$ cat config.mk
export PLATFORM = sky130hd
export DESIGN_NAME = demux_1_2_stream
export DESIGN_NICKNAME = d
export VERILOG_FILES = /design/src/rtl/demux_1_2_stream.sv
export SDC_FILE = /design/constraint.sdc
export NUM_CORES = 1
export LEC_CHECK = 0
export ABC_CLOCK_PERIOD_IN_PS = 1500
export CAP_MARGIN = 15
export CORE_MARGIN = 2
export CORE_UTILIZATION = 40
export DETAILED_ROUTE_END_ITERATION = 10
export PLACE_DENSITY = 0.86
export SLEW_MARGIN = 0
export SYNTH_ARGS = -nofsm -noshare
export SYNTH_HDL_FRONTEND = slang
export SYNTH_SLANG_ARGS = --single-unit
$ cat constraint.sdc
create_clock -name CLK -period 1.5 [get_ports CLK]
set_clock_uncertainty 0.2 [all_clocks]
set_input_delay 0.375 -clock CLK [delete_from_list [all_inputs] [get_ports CLK]]
set_output_delay 0.375 -clock CLK [all_outputs]
set_load 0.05 [all_outputs]
$ cat src/rtl/demux_1_2_stream.sv
// One-to-two stream demultiplexer: each accepted input word is routed by IN_SEL
// into a single-entry output buffer for A or B. Each output keeps a count of completed transfers.
module demux_1_2_stream #(
  parameter int WIDTH = 8,
  parameter int CNT_W = 8
) (
  input  logic             CLK,
  input  logic             RST,
  input  logic [WIDTH-1:0] IN_DATA,
  input  logic             IN_VALID,
  input  logic             IN_SEL,
  output logic             IN_READY,
  output logic [WIDTH-1:0] A_DATA,
  output logic             A_VALID,
  input  logic             A_READY,
  output logic [WIDTH-1:0] B_DATA,
  output logic             B_VALID,
  input  logic             B_READY,
  output logic [CNT_W-1:0] A_CNT,
  output logic [CNT_W-1:0] B_CNT
);

  logic [WIDTH-1:0] r_aData;
  logic             r_aValid;
  logic [CNT_W-1:0] r_aCnt;
  logic [WIDTH-1:0] r_bData;
  logic             r_bValid;
  logic [CNT_W-1:0] r_bCnt;

  logic w_aFree;
  logic w_bFree;
  logic w_accept;
  logic w_loadA;
  logic w_loadB;
  logic w_xferA;
  logic w_xferB;

  // A buffer is free if it is empty or its word leaves on this edge.
  assign w_aFree  = !r_aValid || A_READY;
  assign w_bFree  = !r_bValid || B_READY;
  assign IN_READY = IN_SEL ? w_bFree : w_aFree;

  assign w_accept = IN_VALID && IN_READY;
  assign w_loadA  = w_accept && !IN_SEL;
  assign w_loadB  = w_accept && IN_SEL;
  assign w_xferA  = r_aValid && A_READY;
  assign w_xferB  = r_bValid && B_READY;

  always_ff @(posedge CLK) begin
    if (RST) begin
      r_aData  <= '0;
      r_aValid <= 1'b0;
      r_aCnt   <= '0;
    end else begin
      if (w_loadA) begin
        r_aData  <= IN_DATA;
        r_aValid <= 1'b1;
      end else if (w_xferA) begin
        r_aValid <= 1'b0;
      end
      if (w_xferA) begin
        r_aCnt <= r_aCnt + CNT_W'(1);
      end
    end
  end

  always_ff @(posedge CLK) begin
    if (RST) begin
      r_bData  <= '0;
      r_bValid <= 1'b0;
      r_bCnt   <= '0;
    end else begin
      if (w_loadB) begin
        r_bData  <= IN_DATA;
        r_bValid <= 1'b1;
      end else if (w_xferB) begin
        r_bValid <= 1'b0;
      end
      if (w_xferB) begin
        r_bCnt <= r_bCnt + CNT_W'(1);
      end
    end
  end

  assign A_DATA  = r_aData;
  assign A_VALID = r_aValid;
  assign A_CNT   = r_aCnt;
  assign B_DATA  = r_bData;
  assign B_VALID = r_bValid;
  assign B_CNT   = r_bCnt;

endmodule

==> reports/results.ini, run 1 <==
[clocking]
clk_pin_slew_ns=0.11
clkSinkCount=34
cts_root_buf=clkbuf_4
clock_latency_ns=0.34
cts_hold_buffers=0
htreeDepth=2
cts_buffers=5
clockBufferDepth=2
cts_tree=built

[finish]
syn_to_final_growth_pct=88.34
fillers=210
drive_above_1_share=0.4492
fin_nets=251
antenna_cells=0

[yosys]
yosys_warnings=0
syn-cell-area_um2=1416
synth-edff-count=0
synthTopCellsByArea=dfxtp_1 (48%), a21oi_1 (10%), nand3_1 (7.8%)
synth_cell_types=22
yosys.area.top_type=dfxtp_1
async_flop_share=0
synthCells=169
synth_top_area_share=0.4806
yosysSeqAreaShare=0.4806
synthTopCellsByCount=dfxtp_1 (34), a21oi_1 (29), nand3_1 (22)
syn_nets=185
ys_ff_latch=34
synth.most_common_cell=dfxtp_1
synth_area_per_cell_um2=8.381
synth_flop_cell=dfxtp_1

[worst_setup_path]
crit_path_start_kind=input pin
cp_slowest_stage_delay_ns=0.27
cp_max_fo=7
reg2reg_slack_ns=-0.01
crit_required_ns=0.92
r2r_end=A_CNT[7]$_SDFFE_PP0P_
reg2reg_from=A_CNT[3]$_SDFFE_PP0P_
path_cells=clkdlybuf4s15_2 > nand2b_4 > nor2_2 > a21oi_4 > buf_12
crit_path_end_kind=output pin
criticalPathCategory=input pin to output pin
reg2reg_depth=3
arrival_ns=1.16
crit_slowest_cell=clkdlybuf4s15_2

[status]
violations=negative setup slack
status=finished with violations

[place]
gp_congestion=0.8323
dpl.hpwl_um=2927
io_buffer_count=48
pre_cts_ws_ns=-0.5658

[floorplanning]
core_um2=3363
pin_count=49
num_rows=21
initial_core_util=0.4211
dieArea_um2=4033
fp.dieW_um=63.51
chipHeight_um=63.51

[global_routing]
antenna_found_initial=0
grt_pass1_wl_um=6534
grt_overflow_total=0
grt_pass1_vias=1471
track_usage=0.2071
grt_max_degree=25

[timing]
finalHoldViolations=0
relSlewSlack=0.7764
max_freq_mhz=577.8
worst_pin_slew_ns=0.3325
setup_tns_ns=-0.5328
drv_slew=0
min_period_ns=1.731
setup_viol=5
rsz0062_at_grt=true
period_share=1.154
worst_slack_ns=-0.2306

[detailed_routing]
drt_pass1_iterations=4
drc=0
wirelength_um=4406
vias=1559
viasPerCell=5.528
drt_iter0_markers=87
drtAntennaViolNets=0
wl_per_cell_um=15.62

[power]
p_leak_uw=0.0009506
ir_worst_vdd_v=0.0006400
power_density_nw_per_um2=748.6

[worst_hold_path]
hp-class=input pin to register
min_path_cells=3
hold_path_end=B_CNT[1]$_SDFFE_PP0P_
hp-start=B_READY

[flow_run]
maxCapViolCount=0

routing by layer:
layer | track usage | wire (µm) | vias to the layer above
li1 | - | - | 740
met1 | 0.2310 | 1674 | 736
met2 | 0.3539 | 2306 | 71
met3 | 0.08393 | 331 | 12
met4 | 0.07337 | 94 | 0
met5 | 0 | 0 | -
metrics by stage:
stage	power [µW]	util	area, µm²	instances	hold WS, ns
6_report	1997	0.7932	2668	282	0.1415
5_1_grt	2061	0.7932	2668	282	0.1520
2_1_floorplan	1119	-	1478	169	0.3227
3_5_place_dp	1329	0.7269	2445	270	0.2939
4_1_cts	1978	0.7630	2566	280	0.2628
3_3_place_gp	1321	0.7269	2445	270	0.2862
kinds of logic (layout without fill, tap and decap cells):
family	after synthesis	count (layout)	synth area share
AOI/OAI and AO/OA	53	53	0.1943
xor gates and xnor gates	4	4	0.02473
adders and majority gates	2	2	0.01767
buffers and inverters	11	78	0.02915
DFF	34	34	0.4806
muxes	2	2	0.01590
and+or+nand+nor	63	63	0.2376
registers in the layout, summed over array words and instances, names as in the netlist:
name     flops
A_DATA       8
A_VALID      1
A_CNT        8
B_DATA       8
B_CNT        8
B_VALID      1
critical path, delay by kind of cell:
family,cells,cell delay (ns)
AOI/OAI and AO/OA,1,0.15
and+or+nand+nor,2,0.20
buffers and inverters,2,0.42
cell type report:
cell class,count,area [µm²],share of cell area
timing repair buffer,68,994.7,0.3729
tap,46,57.56,0.02158
clock inverter,1,30.03,0.01126
clock buffer,7,45.04,0.01689
sequential,34,742.0,0.2781
multi-input combinational,124,790.8,0.2964
inverter,2,7.507,0.002814
layout by cell type, fill, tap and decap left out, types with 5 or more instances in the layout:
master           synthesis  routed
dfxtp_1                 34       9
a21oi_1                 29      25
o21ai_0                 17      17
dfxtp_2                  0      13
nor2_1                   9       7
dfxtp_4                  0      12
nand3_1                 22      22
buf_4                    0      15
buf_6                    0       5
clkdlybuf4s50_1          0      10
nand2_1                  9       8
buf_12                   0      35
clkbuf_4                 0       5
how the worst max path moves through the flow:
stage | start | cells after the start | endpoint | slack, ns
2_1_floorplan | B_VALID$_SDFFE_PP0P_ | 3 | IN_READY | -0.11
3_3_place_gp | A_READY | 5 | IN_READY | -0.58
3_5_place_dp | A_READY | 5 | IN_READY | -0.57
4_1_cts | B_VALID$_SDFFE_PP0P_ | 3 | IN_READY | -0.24
5_1_grt | A_READY | 5 | IN_READY | -0.27
6_report | A_READY | 5 | IN_READY | -0.23
what timing repair did:
| action | 4_1_cts | 5_1_grt |
|---|---|---|
| pin swaps | 1 | 8 |
| gates resized for setup | 13 | 30 |
| endpoints found under the setup margin | 24 | 22 |
| buffers inserted | 3 | 3 |
| cloned | 0 | 0 |
power by group:
group | total, µW | leakage [µW] | internal [µW] | switching, µW
clock network | 665 | 0.0000395 | 354 | 312
logic | 388 | 0.000619 | 187 | 201
registers | 944 | 0.000292 | 913 | 30.5
total | 2000 | 0.000951 | 1450 | 543
No activity file was read; power rests on OpenSTA's default activity.
==> run 2: changes to the inputs <==
--- a/config.mk
+++ b/config.mk
@@ -15,3 +15,4 @@
 export SYNTH_ARGS = -nofsm -noshare
 export SYNTH_HDL_FRONTEND = slang
 export SYNTH_SLANG_ARGS = --single-unit
+export TNS_END_PERCENT = 30
==> reports/results.ini, run 2 (same netlist as run 1, synthesis figures left out) <==
[status]
status=finished with violations  ; unchanged
violations=negative setup slack  ; unchanged

[power]
power_switching_uw=535.2  ; was 543.2 µW
power_density_nw_per_um2=751.2  ; was 748.6 nW/µm²
ir_worst_vdd_v=0.0008576  ; was 0.0006400 V
pwr-share-clk=0.331  ; was 0.333
p_leak_uw=0.0009489  ; was 0.0009506 µW
power.share.sequential=0.474  ; was 0.472
p_sw_frac=0.2692  ; was 0.2720
pwr-share-comb=0.195  ; was 0.194
p_int_uw=1453  ; was 1454 µW

[global_routing]
grt_pass1_vias=1497  ; was 1,471
grt_overflow_total=0  ; unchanged
top_usage_layer=met2  ; unchanged
grt_max_degree=25  ; unchanged
grt_util_met3=0.08393  ; unchanged
grt_use_met1=0.2310  ; unchanged
grt_pass1_wl_um=6644  ; was 6534 µm
grt_use_met2=0.3632  ; was 0.3539
track_usage=0.2101  ; was 0.2071
antenna_found_initial=0  ; unchanged

[timing]
min_period_ns=1.730  ; was 1.731 ns
drv_slew=0  ; unchanged
relSlewSlack=0.8015  ; was 0.7764
max_freq_mhz=578.1  ; was 577.8 MHz
period_share=1.153  ; was 1.154
setup_viol=5  ; unchanged
worst_pin_slew_ns=0.2953  ; was 0.3325 ns
fin_hold_ws_ns=0.1601  ; was 0.1415 ns
setup_tns_ns=-0.5391  ; was -0.5328 ns
worst_slack_ns=-0.2299  ; was -0.2306 ns
rsz0062_at_grt=true  ; unchanged
finalHoldViolations=0  ; unchanged

[clocking]
clkSinkCount=34  ; unchanged
htreeDepth=2  ; unchanged
clock_latency_ns=0.34  ; about the same
clockBufferDepth=2  ; unchanged
cts_buffers=5  ; unchanged
clk_pin_slew_ns=0.10  ; was 0.11 ns
cts_tree=built  ; unchanged
cts_root_buf=clkbuf_4  ; unchanged

[place]
dpl.hpwl_um=2927  ; unchanged
place_area_um2=2445  ; unchanged
io_buffer_count=48  ; unchanged
gp_congestion=0.8323  ; unchanged

[worst_setup_path]
arrival_ns=1.15  ; was 1.16 ns
reg2reg_slack_ns=0.02  ; was -0.01 ns
crit_required_ns=0.92  ; about the same
crit_path_start_kind=input pin  ; unchanged
criticalPathCategory=input pin to output pin  ; unchanged
crit_path_end_kind=output pin  ; unchanged
reg2reg_from=B_CNT[1]$_SDFFE_PP0P_  ; was A_CNT[3]$_SDFFE_PP0P_
cp_max_fo=7  ; unchanged
critPathLaunch=A_READY  ; unchanged

[finish]
syn_to_final_growth_pct=86.84  ; was 88.34%
fillers=214  ; was 210
layout_common_cells=buf_12 (35), a21oi_1 (26), nand3_1 (22)  ; was buf_12 (35), a21oi_1 (25), nand3_1 (22)
antenna_cells=0  ; unchanged
final_common_cell=buf_12  ; unchanged
drive_above_1_share=0.4383  ; was 0.4492
multi_input_area_um2=774.5  ; was 790.8 µm²
final_area_um2=2646  ; was 2668 µm²
fin_nets=250  ; was 251
seq_area_um2=742.0  ; unchanged

[floorplanning]
initial_core_util=0.4211  ; unchanged
pin_count=49  ; unchanged
dieArea_um2=4033  ; unchanged
chipHeight_um=63.51  ; unchanged
core_um2=3363  ; unchanged
fp.dieW_um=63.51  ; unchanged
num_rows=21  ; unchanged

[detailed_routing]
viasPerCell=5.559  ; was 5.528
vias=1562  ; was 1,559
drt_iter0_markers=88  ; was 87
drc=0  ; unchanged
wirelength_um=4334  ; was 4406 µm
wl_per_cell_um=15.42  ; was 15.62 µm
drt_pass1_iterations=4  ; unchanged
drtAntennaViolNets=0  ; unchanged

[worst_hold_path]
hp-class=input pin to register  ; unchanged
hp-start=B_READY  ; unchanged

[flow_run]
maxCapViolCount=0  ; unchanged

-- run 2: path summary, 6_finish.rpt --
kind	endpoint	cells past startpoint
max	IN_READY	5
min	B_CNT[1]$_SDFFE_PP0P_	3
max reg2reg	B_CNT[4]$_SDFFE_PP0P_	4
min reg2reg	A_CNT[6]$_SDFFE_PP0P_	2
-- run 2: layer usage --
layer / wire length (µm) / part of all wire
met5: 0 / 0
met4: 33 / 0.0076
met3: 332 / 0.077
met2: 2306 / 0.53
met1: 1661 / 0.38
-- run 2: timing repair --
action / in CTS / in global routing
resized for setup: 14 / 27
setup endpoints to repair: 24 / 23
pin swaps: 1 / 7
hold buffers: 0 / 0
buffers inserted: 2 / 1
-- run 2: cell type report --
class                   instances  area share
repair buffers                 67      0.3740
clock inverters                 1     0.01135
multi-input cells             124      0.2927
flip-flops and latches         34      0.2804
clock buffers                   7     0.01702
well taps                      46     0.02175
inverters                       2    0.002837
-- run 2: stage by stage --
stage	util	total power, µW	cells	setup WS (ns)
floorplan	-	1119	169	-0.1074
global placement	0.7269	1321	270	-0.5838
detailed placement	0.7269	1329	270	-0.5658
CTS	0.7641	1979	280	-0.2402
global route	0.7868	2051	281	-0.2679
finish	0.7868	1988	281	-0.2299
-- run 2: worst max-delay path, cell delays in order --
cell             delay, ns
clkdlybuf4s18_2       0.27
nand2b_4              0.16
nor2_2                0.04
a21oi_4               0.15
buf_12                0.15
-- run 2: power groups by stage --
stage	Clock, µW	Sequential (µW)	Combinational, µW
after floorplan	0	1040	75.2
after global placement	0	965	356
after detailed placement	0	967	362
after CTS	659	943	378
after global routing	700	945	406
final	658	942	388
